## config.mk

```make
export PLATFORM = sky130hd
export DESIGN_NAME = hs_rr_mux
export DESIGN_NICKNAME = d
export VERILOG_FILES = /design/src/rtl/hs_rr_mux.sv
export SDC_FILE = /design/constraint.sdc
export NUM_CORES = 1
export LEC_CHECK = 0
export CAP_MARGIN = 5
export CORE_AREA = 2 2 97 99
export CTS_CLUSTER_SIZE = 24
export DETAILED_ROUTE_END_ITERATION = 12
export DIE_AREA = 0 0 99 101
export PLACE_DENSITY = 0.81
export SETUP_SLACK_MARGIN = 0.4
export SYNTH_ARGS = -nofsm -noshare
export SYNTH_HDL_FRONTEND = slang
export SYNTH_SLANG_ARGS = --single-unit
```

## constraint.sdc

```tcl
create_clock -name i_clk -period 5.6 [get_ports i_clk]
set_input_delay 0.84 -clock i_clk [delete_from_list [all_inputs] [get_ports i_clk]]
set_output_delay 0.84 -clock i_clk [all_outputs]
set_load 0.01 [all_outputs]
```

## src/rtl/hs_rr_mux.sv

```systemverilog
// N-channel valid/busy concentrator: per-channel FIFOs drained round-robin into one tagged output register.
// Accept-to-o_valid latency is one edge; i_busy holds the output register, and full FIFOs raise busy.
module hs_rr_mux #(
  parameter  int data_widght = 8,
  parameter  int N_CH        = 4,
  parameter  int DEPTH       = 2,
  localparam int CH_W        = $clog2(N_CH)
) (
  input  logic                        i_clk,
  input  logic                        i_rst,
  input  logic [N_CH-1:0]             i_valid,
  input  logic [N_CH*data_widght-1:0] i_data,
  output logic [N_CH-1:0]             busy,
  output logic                        o_valid,
  output logic [data_widght-1:0]      o_data,
  output logic [CH_W-1:0]             o_ch,
  input  logic                        i_busy,
  output logic [N_CH-1:0]             o_drop
);

  localparam int PW = $clog2(DEPTH);
  localparam int CW = $clog2(DEPTH + 1);

  logic [data_widght-1:0] r_mem [N_CH][DEPTH];
  logic [PW-1:0]          r_wr  [N_CH];
  logic [PW-1:0]          r_rd  [N_CH];
  logic [CW-1:0]          r_cnt [N_CH];
  logic [CH_W-1:0]        r_rr;

  logic [N_CH-1:0] w_full;
  logic [N_CH-1:0] w_ne;
  logic [N_CH-1:0] w_push;
  logic [N_CH-1:0] w_pop;
  logic            w_gnt_vld;
  logic [CH_W-1:0] w_gnt;
  logic            w_load;

  always_comb begin
    w_full = '0;
    w_ne   = '0;
    for (int k = 0; k < N_CH; k++) begin
      w_full[k] = (r_cnt[k] == CW'(DEPTH));
      w_ne[k]   = (r_cnt[k] != '0);
    end
  end

  // Busy looks only at the registered count, so a same-cycle pop never frees a slot.
  assign busy   = w_full | {N_CH{i_rst}};
  assign w_push = i_valid & ~busy;

  // Scan downward so the last hit is the nearest non-empty channel at or above r_rr.
  always_comb begin
    int c;
    c         = 0;
    w_gnt_vld = 1'b0;
    w_gnt     = '0;
    for (int i = N_CH - 1; i >= 0; i--) begin
      c = (int'(r_rr) + i) % N_CH;
      if (w_ne[CH_W'(c)]) begin
        w_gnt_vld = 1'b1;
        w_gnt     = CH_W'(c);
      end
    end
  end

  assign w_load = w_gnt_vld & (~o_valid | ~i_busy);

  always_comb begin
    w_pop = '0;
    if (w_load) w_pop[w_gnt] = 1'b1;
  end

  always_ff @(posedge i_clk) begin
    for (int k = 0; k < N_CH; k++) begin
      if (w_push[k]) r_mem[k][r_wr[k]] <= i_data[k*data_widght +: data_widght];
    end
  end

  always_ff @(posedge i_clk) begin
    if (i_rst) begin
      for (int k = 0; k < N_CH; k++) begin
        r_wr[k]  <= '0;
        r_rd[k]  <= '0;
        r_cnt[k] <= '0;
      end
      r_rr    <= '0;
      o_valid <= 1'b0;
      o_data  <= '0;
      o_ch    <= '0;
      o_drop  <= '0;
    end else begin
      for (int k = 0; k < N_CH; k++) begin
        if (w_push[k]) r_wr[k] <= r_wr[k] + PW'(1);
        if (w_pop[k])  r_rd[k] <= r_rd[k] + PW'(1);
        if (w_push[k] && !w_pop[k])      r_cnt[k] <= r_cnt[k] + CW'(1);
        else if (!w_push[k] && w_pop[k]) r_cnt[k] <= r_cnt[k] - CW'(1);
      end
      o_drop <= o_drop | (i_valid & busy);
      if (w_load) begin
        o_valid <= 1'b1;
        o_data  <= r_mem[w_gnt][r_rd[w_gnt]];
        o_ch    <= w_gnt;
        r_rr    <= (w_gnt == CH_W'(N_CH - 1)) ? '0 : w_gnt + CH_W'(1);
      end else if (!i_busy) begin
        o_valid <= 1'b0;
      end
    end
  end

endmodule

```

==> metrics.md <==
| Metric | Value |
|---|---|
| Status | `completed` |
| Detailed-route vias per instance | `5.404` |
| Worst min path class | `register to register` |
| Layout cell share with drive strength beyond 1 | `0.1148` |
| 1st-iter DRT viols | `between 90 and 100` |
| Seq/Total Area, Yosys | `0.6514` |
| Crit Reg-Reg Startpoint | `r_cnt[2][0]$_SDFFCE_PN0P_` |
| Clock H-tree levels | `3` |
| Std-Cell Rows | `35` |
| PostCTS Resize Cnt | `0` |
| Cells after Synth | `~300` |
| WP data arrival | `2.71 ns` |
| Final Skew | `approximately 0.0046 ns` |
| Die area | `0.009999 mm2` |
| RSZ-0062 raised after global routing | `no` |
| CTS root buffer | `clkbuf_8` |
| Setup TNS | `0 ns` |
| Switching power | `between 0.8 and 0.9 mW` |
| Slowest CP cell | `clkdlybuf4s50_1` |
| Worst setup margin | `2.048 ns` |
| First-pass GRT wire length | `around 12000 um` |
| Int Power | `roughly 1.6 mW` |
| Die width | `between 90 and 100 um` |
| GRT Total Usage | `0.1574` |
| Worst Setup End Kind | `output port` |
| Residual DRC count | `0` |
| Area after DPL | `a little under 0.005 mm2` |
| Worst-path cell chain | `clkdlybuf4s50_1 -> nor2_1 -> inv_1 -> clkdlybuf4s50_1` |
| Syn Area/Cell | `~14 um2` |
| Net count after synthesis | `339` |
| Worst-Margin Slew | `1.093 ns` |
| Vias in the first global route | `2397` |
| Post-DP HPWL | `approximately 5700 um` |
| Filler-free cell count of the finished design | `468` |
| Reg2Reg Setup Slack | `~2.7 ns` |
| Routed Antenna Nets | `0` |
| CTS Buffer Depth | `2` |
| Gate power share | `0.392` |
| Synth Flop Type | `edfxtp_1` |
| Top cell by count, worst path | `clkdlybuf4s50_1` |
| Total of max-cap violations | `0` |
| Vias | `roughly 2500` |
| Worst R2R End | `r_cnt[0][1]$_SDFFCE_PN0P_` |
| WL/cell | `roughly 16 um` |
| Slew Viols, Final | `0` |
| Number of enable flip-flop cells after synthesis | `80` |
| Power per Cell Area | `474.5 mW/mm2` |
| Crit share post-route | `0.6343` |
| Worst setup path end | `busy[1]` |
| Clk Latency, worst-skew pair | `between 0.3 and 0.4 ns` |
| Final Hold Vio Count | `0` |
| Kind of start point of the critical path | `input port` |
| Clk pin slew, worst setup/hold paths | `0.08 ns` |
| Top Ports | `58` |
| Fin util | `0.5628` |
| CP Max Fanout | `25` |
| Synthesized flop and latch total | `a little under 100` |
| Hold path startpoint | `o_drop[0]$_SDFF_PP0_` |
| Global route overflow | `0` |
| Netlist cell types | `43` |
| Setup violations, final | `0` |
| Synthesized area | `around 0.0042 mm2` |
| Post-CTS Setup Bufs | `0` |
| Final wirelength | `roughly 7700 um` |
| Max frequency | `roughly 280 MHz` |
| Pin count of the biggest net entering global routing | `26` |
| Worst-case reg-to-reg path depth | `6` |
| CP Class | `input port to output port` |
| I/O Buffers | `57` |
| Initial Util | `0.4690` |
| Final instance area | `roughly 0.0051 mm2` |
| Synth Warn # | `0` |
| Total core area | `0.008977 mm2` |
| Cts-stage hold buffer count | `0` |
| ANT cells | `0` |
| CTS tree | `built` |
| Reg power frac | `0.446` |
| Crit. Startpoint | `i_rst` |
| Clock Sinks | `a little under 100` |
| Die height | `approximately 100 um` |
| Switching Share | `0.3428` |
| Static Leak | `roughly 1.8 nW` |
| Area Overhead vs Synth | `20.00%` |
| IR drop worst, VDD | `between 0.0002 and 0.00025 V` |
| Total power | `2.397 mW` |
| First-pass DRT Iterations | `5` |
| Largest stage delay, worst path | `between 1 and 1.5 ns` |
| Tmin final | `between 3 and 4 ns` |
| Place WS | `2.010 ns` |
| Slew margin rel. | `0.2655` |
| Num CTS Buffers | `9` |
| Critical path data required time | `4.76 ns` |
| Post-Place Cells | `around 450` |
| Clk network pwr share | `0.163` |
| Initial antenna violation count | `0` |
| FILL cells | `between 600 and 700` |
| Nets | `a little under 400` |
| Asr flop ratio synth | `0` |
| Hold slack final | `roughly 0.47 ns` |
| RD Place Congestion | `0.7309` |
[sequential cells by signal (all words and copies together), names as in the netlist, 2 cells and up]
| name | cells |
|---|---|
| r_wr | 4 |
| r_mem | 64 |
| o_data | 8 |
| o_ch | 2 |
| r_rd | 4 |
| r_rr | 2 |
| o_drop | 4 |
| r_cnt | 8 |
[synthesized netlist by cell type (2+ instances only)]
| master | instances | area share |
|---|---|---|
| nand3_1 | 2 | 0.0024 |
| mux2_4 | 2 | 0.0071 |
| edfxtp_1 | 80 | 0.57 |
| inv_1 | 8 | 0.0071 |
| a21oi_1 | 9 | 0.011 |
| or3_1 | 2 | 0.0030 |
| dfxtp_1 | 17 | 0.081 |
| nor3_1 | 10 | 0.012 |
| clkbuf_1 | 7 | 0.0062 |
| nor2b_1 | 7 | 0.010 |
| and2_1 | 2 | 0.0030 |
| a211oi_1 | 2 | 0.0036 |
| nor2_1 | 16 | 0.014 |
| nand2_1 | 10 | 0.0089 |
| buf_2 | 3 | 0.0036 |
| and3_1 | 3 | 0.0045 |
| o22ai_1 | 2 | 0.0030 |
| a221oi_1 | 9 | 0.019 |
| nor4bb_1 | 5 | 0.012 |
| buf_1 | 5 | 0.0045 |
| nand2b_1 | 10 | 0.015 |
| a211o_1 | 2 | 0.0042 |
| mux2_2 | 18 | 0.048 |
| ha_1 | 4 | 0.012 |
| mux2i_1 | 34 | 0.081 |
| o21bai_1 | 9 | 0.016 |
| nor3b_1 | 2 | 0.0036 |
[cell families (layout without fill, tap and decap cells)]
group / count (synthesis) / in the layout / synth area share
flops: 97 / 97 / 0.6514
compound gates: 40 / 40 / 0.07191
buf+inv: 23 / 84 / 0.02140
xor+xnor: 1 / 1 / 0.002081
mux: 55 / 55 / 0.1388
fa+ha+maj: 4 / 4 / 0.01189
simple gates: 76 / 76 / 0.1025
[cell type report]
class	count	area (um2)	share of cell area
repair buffers	60	593.1	0.1174
well taps	111	138.9	0.02749
flip-flops and latches	97	2743	0.5428
inverters	8	30.03	0.005944
clock buffers	12	135.1	0.02675
multi-input cells	176	1384	0.2739
clock inverters	4	28.78	0.005696
[power groups by stage]
stage               registers [mW]  logic, mW  clock network [mW]
floorplan                     1.03      0.699                   0
global placement              1.08      0.909                   0
detailed placement            1.08      0.939                   0
CTS                           1.07      0.943               0.399
global route                  1.09       1.02               0.428
finish                        1.07      0.939               0.390
[worst min path at each step]
stage,cells after the start,endpoint
6_report,2,o_drop[0]$_SDFF_PP0_
5_1_grt,2,o_ch[0]$_SDFFE_PP0P_
4_1_cts,2,o_ch[0]$_SDFFE_PP0P_
3_5_place_dp,2,o_ch[0]$_SDFFE_PP0P_
3_3_place_gp,2,o_ch[0]$_SDFFE_PP0P_
2_1_floorplan,2,r_rr[1]$_SDFFE_PP0P_
[layout by cell type, fill, tap and decap left out, drive strengths merged, types with 2 or more instances in the layout]
| cell type | instances |
|---|---|
| a221oi | 9 |
| a211o | 2 |
| mux2i | 34 |
| o21bai | 9 |
| nor2b | 7 |
| nand3 | 2 |
| nand2 | 10 |
| inv | 9 |
| and3 | 3 |
| mux2 | 21 |
| dfxtp | 17 |
| nand2b | 10 |
| ha | 4 |
| a21oi | 9 |
| nor4bb | 5 |
| nor3b | 2 |
| nor2 | 16 |
| a211oi | 2 |
| buf | 3 |
| or3 | 2 |
| clkbuf | 12 |
| nor3 | 10 |
| or2 | 2 |
| clkinv | 2 |
| clkdlybuf4s50 | 57 |
| o22ai | 2 |
| and2 | 2 |
| edfxtp | 80 |
| or3b | 2 |
[routing by layer]
metal	GRT usage	vias to the layer above	routed length, um
met5	0	-	0
met4	0.06006	0	93
met3	0.03259	7	344
met2	0.2542	61	3613
met1	0.2107	1221	3639
li1	-	1240	-
[critical path: cells and delay by family]
kind | cells | cell delay, ns
buffers and inverters | 3 | 1.66
and+or+nand+nor | 1 | 0.20
No activity file was read; power rests on OpenSTA's default activity.
